===== src/rtl/imem_loader.sv =====
// Instruction-memory loader: consumes a length-prefixed byte stream and writes
// big-endian 32-bit words to consecutive instruction-memory word addresses.
module imem_loader #(
   parameter int ADDR_W = 16
) (
   input  logic              clk,
   input  logic              rst_n,
   input  logic              start,
   input  logic [7:0]        in_byte,
   input  logic              in_valid,
   output logic              in_ready,
   output logic              wr_en,
   output logic [ADDR_W-1:0] wr_addr,
   output logic [31:0]       wr_data,
   output logic              busy,
   output logic              done,
   output logic              err
);

   typedef enum logic [1:0] {
      IDLE = 2'd0,
      LEN  = 2'd1,
      DATA = 2'd2,
      DONE = 2'd3
   } state_t;

   state_t        state_r;
   logic [1:0]    byte_idx_r;
   logic [23:0]   part_r;
   logic [7:0]    len_hi_r;
   logic [15:0]   len_r;
   logic [15:0]   word_cnt_r;

   logic          hs_s;
   logic [15:0]   n_s;
   logic          n_zero_s;
   logic          n_big_s;
   logic          last_word_s;

   // Handshake decode and length checks on the byte currently presented
   always_comb begin
      hs_s        = in_valid & in_ready;
      n_s         = {len_hi_r, in_byte};
      n_zero_s    = (n_s == 16'd0);
      n_big_s     = ({16'd0, n_s} > (32'd1 << ADDR_W));
      last_word_s = (word_cnt_r == (len_r - 16'd1));
   end

   // Load sequencer with all outputs registered
   always_ff @(posedge clk or negedge rst_n) begin
      if (!rst_n) begin
         state_r    <= IDLE;
         byte_idx_r <= 2'd0;
         part_r     <= 24'd0;
         len_hi_r   <= 8'd0;
         len_r      <= 16'd0;
         word_cnt_r <= 16'd0;
         in_ready   <= 1'b0;
         wr_en      <= 1'b0;
         wr_addr    <= '0;
         wr_data    <= 32'd0;
         busy       <= 1'b0;
         done       <= 1'b0;
         err        <= 1'b0;
      end else begin
         wr_en <= 1'b0;
         case (state_r)
            IDLE: begin
               if (start) begin
                  state_r    <= LEN;
                  done       <= 1'b0;
                  err        <= 1'b0;
                  byte_idx_r <= 2'd0;
                  word_cnt_r <= 16'd0;
                  in_ready   <= 1'b1;
                  busy       <= 1'b1;
               end else begin
                  in_ready <= 1'b0;
                  busy     <= 1'b0;
               end
            end
            LEN: begin
               if (hs_s) begin
                  if (byte_idx_r == 2'd0) begin
                     len_hi_r   <= in_byte;
                     byte_idx_r <= 2'd1;
                  end else begin
                     byte_idx_r <= 2'd0;
                     len_r      <= n_s;
                     if (n_zero_s) begin
                        state_r  <= DONE;
                        in_ready <= 1'b0;
                        busy     <= 1'b0;
                     end else if (n_big_s) begin
                        state_r  <= IDLE;
                        err      <= 1'b1;
                        in_ready <= 1'b0;
                        busy     <= 1'b0;
                     end else begin
                        state_r <= DATA;
                     end
                  end
               end
            end
            DATA: begin
               if (hs_s) begin
                  byte_idx_r <= byte_idx_r + 2'd1;
                  if (byte_idx_r == 2'd3) begin
                     wr_en      <= 1'b1;
                     wr_addr    <= ADDR_W'(word_cnt_r);
                     wr_data    <= {part_r, in_byte};
                     word_cnt_r <= word_cnt_r + 16'd1;
                     // Final write cycle is spent in DONE with busy still high
                     if (last_word_s) begin
                        state_r  <= DONE;
                        in_ready <= 1'b0;
                     end
                  end else begin
                     part_r <= {part_r[15:0], in_byte};
                  end
               end
            end
            DONE: begin
               state_r  <= IDLE;
               done     <= 1'b1;
               busy     <= 1'b0;
               in_ready <= 1'b0;
            end
            default: begin
               state_r  <= IDLE;
               in_ready <= 1'b0;
               busy     <= 1'b0;
            end
         endcase
      end
   end

endmodule


===== config.mk =====
export PLATFORM = sky130hd
export DESIGN_NAME = imem_loader
export DESIGN_NICKNAME = d
export VERILOG_FILES = /design/src/rtl/imem_loader.sv
export SDC_FILE = /design/constraint.sdc
export NUM_CORES = 1
export LEC_CHECK = 0
export CAP_MARGIN = 5
export CORE_AREA = 5 5 103 105
export CTS_CLUSTER_SIZE = 10
export DETAILED_ROUTE_END_ITERATION = 12
export DIE_AREA = 0 0 108 110
export PLACE_DENSITY = 0.83
export SLEW_MARGIN = 0
export SYNTH_ARGS = -nofsm -noshare
export SYNTH_HDL_FRONTEND = slang
export SYNTH_SLANG_ARGS = --single-unit

===== constraint.sdc =====
create_clock -name clk -period 6.1 [get_ports clk]
set_input_delay 1.22 -clock clk [delete_from_list [all_inputs] [get_ports clk]]
set_output_delay 1.22 -clock clk [all_outputs]
set_load 0.05 [all_outputs]

==> run summary, run 1 <==
outcome - completed
number of buffers created by CTS - 17
final WL - 13.1 mm
synthesized instance count - 551
Worst-Margin Slew - 1.13 ns
Fin. Hold Viols - 0
fin crit period - 3.20 ns
syn nets - 572
CTS Root Cell - clkbuf_8
initial antenna violation count - 0
wire length of the first global-routing pass - 22.3 mm
via count - 4181
total power - 2.90 mW
critical-path maximum fanout - 50
wire length per cell - 17.3 microns
Slew Viols, Final - 0
worst hold path class - flip-flop to flip-flop
final setup fails - 0
CP max stage delay - 0.61 ns
Power per Cell Area - 423 mW/mm^2
H-tree levels - 4
die height - 110 microns
Longest Clk Path Bufs - 2
GP Congestion - 0.926
setup TNS - 0 ns
iteration count of the initial detailed-routing pass - 5
final antenna-violating net count - 0
fin util - 71.8%
DRC Markers - 0
Final period util - 52.4%
total core area - 0.00955 sq mm
latest clock arrival within the worst-skew pair - 0.53 ns
syn avg cell area - 10.1 sq um
finished layout cell area - 0.00685 sq mm
pin count of the biggest net entering global routing - 69
Psw - 0.982 mW
cell taking the most area after synthesis - dfrtp_1
area delta synth->final - 23.2%
Top FF cell, synth - dfrtp_1
effective utilization at floorplan - 58.2%
Post-DP Area - 0.00628 sq mm
total track usage - 24.5%
HPWL Detailed - 8.55 mm
post-synth cell types - 50
Reg2Reg Depth - 9
CP Class - input port to flip-flop
Seq pwr share - 38.4%
Sw Ratio - 33.9%
Post-synth EDFFs - 0
worst rel slew slack - 24.6%
Post-synth ARST share - 100%
die width - 108 microns
WP data required - 6.48 ns
clk_skew - 0.00792 ns
CTS tree - built
Crit-path slowest cell - nor4_1
Clock power frac - 33.5%
Reg clk slew, reported paths - 0.06 ns
Leak - 3.30 nW
RSZ-0062 raised after global routing - no
Cells after DPL - 723
Seq/Total Area, Yosys - 54.0%
Power Internal - 1.91 mW
post-synth top area share - 54.0%
DRT iter0 DRCs - 183
clock sink count - 120
IO buf count - 63
gr ovfl total - 0
Max VDD drop - 233 uV
DIE AREA - 0.0119 sq mm
Arrival @ worst endpoint - 3.57 ns
# IOs - 65
fmax - 0.313 GHz
mapped cell area - 0.00556 sq mm
Vias/cell - 5.54
CP Cell Sequence - clkdlybuf4s50_1 -> nand4_1 -> buf_4 -> inv_1 -> o21ai_0 -> buf_4 -> nor4_1 -> nand3_1 -> xor2_1 -> nor2_1
fin cells - 755
CP startpoint kind - input port
Ant. Diodes - 0
hold_buf cts - 0
FILL cells - 685
vias in the first global route - 4477
critical path endpoint category - flip-flop
Hold Path Cell Cnt - 2
nets@finish - 630
synth warn - 0
layout cells sized above 1 - 15.6%
Post-CTS Setup Inserts - 0
num rows - 36
most used cell, CP - buf_4
flops & latches, synth - 120
synth top area cells - dfrtp_1, nand2_1, mux2_2, xnor2_1, xor2_1
post_cts resized - 0
MaxCap Viol Count - 0
combinational share of power - 28.1%
-- registers in the layout, summed over array words and instances, names as in the netlist --
register and cells:
busy 1, byte_idx_r 2, done 1, in_ready 1, len_hi_r 8, len_r 16, part_r 24, state_r 2
word_cnt_r 16, wr_addr 16, wr_data 32, wr_en 1
-- power by group through the flow --
| stage | combinational, mW | clock, mW | sequential [mW] |
|---|---|---|---|
| 6_report | 0.814 | 0.970 | 1.11 |
| 3_5_place_dp | 0.803 | 0 | 1.12 |
| 5_1_grt | 0.897 | 1.03 | 1.14 |
| 4_1_cts | 0.818 | 0.982 | 1.11 |
| 3_3_place_gp | 0.771 | 0 | 1.11 |
| 2_1_floorplan | 0.624 | 0 | 1.09 |
-- synth_stat cells, drive strengths merged, types with 12 or more instances --
cell type	count
xor2	14
dfrtp	120
nor2	24
nor4	13
xnor2	14
clkbuf	23
inv	13
o21ai	14
mux2	49
nor3	12
nand2	165
-- area by class of cell --
type	count	area, sq um	share of cell area (%)
clock buffer	18	428	6.24
multi-input combinational	390	2400	35.0
sequential	120	3000	43.8
inverter	13	48.8	0.712
clock inverter	14	150	2.19
tap	133	166	2.43
timing repair buffer	67	658	9.60
-- routing by layer --
layer	vias up	global-route usage, %	share of wire [%]
met3	42	6.00	4.7
li1	1970	-	-
met4	0	13.1	3.7
met2	121	40.2	50
met1	2048	30.3	42
met5	-	0	0
-- worst paths after layout --
| kind | to | startpoint | slack (ns) |
|---|---|---|---|
| setup / recovery | word_cnt_r[15] | in_valid | 2.90 |
| hold / removal | wr_addr[3] | wr_addr[3] | 0.47 |
| setup reg to reg | state_r[0] | len_r[0] | 3.14 |
| hold reg to reg | wr_addr[3] | wr_addr[3] | 0.47 |
| max in group asynchronous | len_hi_r[5] | rst_n | 4.08 |
| min in group asynchronous | wr_addr[3] | rst_n | 0.74 |
-- cell families (layout without fill, tap and decap cells) --
logic type               Yosys count  count (layout)  share of synthesized area (%)
AND/OR/NAND/NOR                  263             263                           21.7
flip-flops                       120             120                           54.0
other                              1               1                         0.0674
multiplexers                      51              51                           10.3
XOR/XNOR                          28              28                           4.41
adder cells (fa/ha/maj)            9               9                           2.02
AO/OA/AOI/OAI                     38              38                           4.61
buffers and inverters             41             112                           2.86
-- cell usage in the layout (no fill, tap or decap), drive strengths merged, types with 9 or more instances in the layout --
cell type,instances
nand4,9
nand2,165
o21ai,14
mux2,49
nand3,9
nor4,13
ha,9
xnor2,14
inv,15
nor2,24
clkdlybuf4s50,62
dfrtp,120
xor2,14
nor3,12
clkbuf,18
-- metrics by stage --
| stage | worst slack, ns | hold slack, ns |
|---|---|---|
| after floorplan | 3.41 | 0.433 |
| after global placement | 2.57 | 0.448 |
| after detailed placement | 2.42 | 0.452 |
| after CTS | 2.96 | 0.473 |
| after global routing | 2.76 | 0.498 |
| final | 2.90 | 0.469 |
-- worst max-delay path, delay by kind of cell --
family,cells,cell delay (ns)
AOI/OAI and AO/OA,1,0.09
buffers and inverters,4,1.15
xor gates and xnor gates,1,0.16
and+or+nand+nor,4,0.94
(Power assumes the default switching activity.)
==> run 2: changes to the inputs <==
- CORE_AREA: 5 5 103 105 -> 5 5 111 113
- DIE_AREA: 0 0 108 110 -> 0 0 116 118
- PLACE_DENSITY: 0.83 -> 0.75
- clock period: 6.1 -> 2.6 ns (I/O delays scaled with it)
==> run 2 against run 1 <==
Critical path depth decreased by 3. Clock skew is 0.0022 ns higher. Die area rose by 15%. Core utilization down 7.6 points. Sequential power grew 130%. Via count increased by 3.2%. Count of clock-buffer cells in the layout decreased by 1. Hold slack worse by 0.34 ns. Setup slack worse by 2.9 ns. Cell count up 6.2%. Register-to-register slack got worse by 3.1 ns. Critical path type is now flip-flop to flip-flop. Largest cell class unchanged.
==> run summary, run 2 (synthesis results as in run 1) <==
Clock power frac - 31.2% (was 33.5%)
WP buf/inv - 0 (was 4)
HPWL Detailed - 9.04 mm (was 8.55 mm)
Setup WS post-layout - 0.0207 ns (was 2.90 ns)
Final period util - 99.2%
Multi-input gate area - 0.00246 sq mm (was 0.00240 sq mm)
die width - 116 microns (was 108 microns)
reg2reg start - len_r[5] (was len_r[0])
Sw Ratio - 34.3% (was 33.9%)
total core area - 0.0112 sq mm (was 0.00955 sq mm)
fin crit period - 2.58 ns
worst hold path class - input port to async pin (was flip-flop to flip-flop)
Reg2Reg Depth - 7 (was 9)
CTS tree - built (unchanged)
top flop regs - wr_data x32, part_r x24 (unchanged)
Worst-Margin Slew - 0.651 ns (was 1.13 ns)
clk_skew - 0.0102 ns (was 0.00792 ns)
gr ovfl total - 0 (unchanged)
nets@finish - 667 (was 630)
Ant. Diodes - 0 (unchanged)
via count - 4313 (was 4181)
effective utilization at floorplan - 49.6% (was 58.2%)
num rows - 39 (was 36)
Reg2Reg Setup Slack - 0.02 ns (was 3.14 ns)
clock sink count - 120 (unchanged)
CP Class - flip-flop to flip-flop (was input port to flip-flop)
iteration count of the initial detailed-routing pass - 4 (was 5)
CP startpoint kind - flip-flop (was input port)
IO buf count - 63 (unchanged)
Longest Clk Path Bufs - 2 (unchanged)
Seq pwr share - 35.3% (was 38.4%)
initial antenna violation count - 0 (unchanged)
critical path endpoint category - flip-flop (unchanged)
finished layout cell area - 0.00720 sq mm (was 0.00685 sq mm)
Biggest register - wr_data (unchanged)
Power Internal - 4.70 mW (was 1.91 mW)
combinational share of power - 33.5% (was 28.1%)
total track usage - 20.4% (was 24.5%)
CP max stage delay - 0.57 ns (was 0.61 ns)
latest clock arrival within the worst-skew pair - 0.42 ns (was 0.53 ns)
wire length per cell - 16.2 microns (was 17.3 microns)
Vias/cell - 5.38 (was 5.54)
Power per Cell Area - 995 mW/mm^2 (was 423 mW/mm^2)
layout cells sized above 1 - 21.5% (was 15.6%)
vias in the first global route - 4498 (was 4477)
Reg clk slew, reported paths - 0.06 ns (about the same)
MaxCap Viol Count - 0 (unchanged)
most used cell, CP - or4_4 (was buf_4)
outcome - completed (unchanged)
Psw - 2.46 mW (was 0.982 mW)
pin count of the biggest net entering global routing - 51 (was 69)
final setup fails - 0 (unchanged)
CP Cell Sequence - or4_4 -> or4_4 -> mux2_4 -> a211oi_4 -> nor4_4 -> o21ai_2 -> mux2i_1 (was clkdlybuf4s50_1 -> nand4_1 -> buf_4 -> inv_1 -> o21ai_0 -> buf_4 -> nor4_1 -> nand3_1 -> xor2_1 -> nor2_1)
final WL - 13.0 mm (was 13.1 mm)
final antenna-violating net count - 0 (unchanged)
GP Congestion - 0.897 (was 0.926)
pre-CTS WS - -0.0294 ns (was 2.42 ns)
Slew Viols, Final - 0 (unchanged)
RSZ-0062 raised after global routing - yes (was no)
H-tree levels - 4 (unchanged)
Arrival @ worst endpoint - 2.91 ns (was 3.57 ns)
Leak - 3.50 nW (was 3.30 nW)
critical-path maximum fanout - 3 (was 50)
fin util - 64.1% (was 71.8%)
Fin. Hold Viols - 0 (unchanged)
Post-DP Area - 0.00657 sq mm (was 0.00628 sq mm)
FF/Latch Area - 0.00300 sq mm (unchanged)
area delta synth->final - 29.4% (was 23.2%)
most frequent cells in the layout - nand2_1, dfrtp_1, clkdlybuf4s50_1 (unchanged)
CTS Root Cell - clkbuf_16 (was clkbuf_8)
Crit-path slowest cell - or4_4 (was nor4_1)
Max VDD drop - 510 uV (was 233 uV)
die height - 118 microns (was 110 microns)
fmax - 0.388 GHz
commonest non-fill, non-tap cell in the layout - nand2_1 (unchanged)
# IOs - 65 (unchanged)
DIE AREA - 0.0137 sq mm (was 0.0119 sq mm)
Crit Reg-Reg Endpoint - in_ready (was state_r[0])
WP data required - 2.93 ns (was 6.48 ns)
CP delay by family, top - simple AND/OR/NAND/NOR gates (was buffers and inverters)
number of buffers created by CTS - 17 (unchanged)
DRT iter0 DRCs - 289 (was 183)
FILL cells - 919 (was 685)
total power - 7.16 mW (was 2.90 mW)
max FFs per register - 32 (unchanged)
wire length of the first global-routing pass - 22.3 mm (about the same)
DRC Markers - 0 (unchanged)
worst rel slew slack - 56.6% (was 24.6%)
==> run 2: cell count changes in the layout (fill, tap and decap cells not counted), moves of 2 or more <==
cell        before  now
clkbuf_8         2    0
or4_4            1    4
clkinvlp_4       5    2
or4_1            4    1
nor4b_1          2    0
inv_6            1    5
buf_4            5   42
==> run 2: what timing repair did <==
item / CTS / global route
resized for setup: 0 / 8
hold endpoints to repair: 0 / 0
pin swaps: 3 / 4
hold buffers: 0 / 0
setup buffers: 0 / 2
setup endpoints to repair: 3 / 3
==> run 2: layout make-up <==
| class | count | area share, % |
|---|---|---|
| sequential | 120 | 41.7 |
| multi-input combinational | 390 | 34.2 |
| timing repair buffer | 104 | 13.0 |
| clock buffer | 17 | 5.91 |
| tap | 143 | 2.49 |
| clock inverter | 15 | 1.96 |
| inverter | 13 | 0.678 |
==> run 2: metal layers <==
layer	track usage [%]	wire, microns
met1	27.2	5880
met2	31.0	6200
met3	5.96	605
met4	8.34	314
met5	0	0
==> run 2: how the worst max path moves through the flow <==
stage | start | to | slack, ns | depth (start not counted)
after floorplan | len_r[0] | in_ready | 0.03 | 8
after global placement | len_r[9] | in_ready | 0.02 | 7
after detailed placement | len_r[0] | state_r[0] | -0.03 | 8
after CTS | len_r[0] | state_r[0] | 0.002 | 8
after global routing | len_r[5] | state_r[1] | -0.06 | 7
final | len_r[5] | in_ready | 0.02 | 7
==> run 2: through the flow <==
step / TNS (ns) / cells / hold slack [ns]
4_1_cts: 0 / 800 / 0.153
3_5_place_dp: -0.0668 / 768 / 0.460
5_1_grt: -0.130 / 802 / 0.180
2_1_floorplan: 0 / 551 / 0.224
6_report: 0 / 802 / 0.134
3_3_place_gp: 0 / 768 / 0.446
==> run 2: power groups by stage <==
stage,Sequential (mW),Clock [mW],Combinational [mW]
floorplan,2.56,0,1.52
global placement,2.53,0,2.19
detailed placement,2.55,0,2.25
CTS,2.53,2.28,2.26
global route,2.58,2.37,2.61
finish,2.53,2.24,2.40
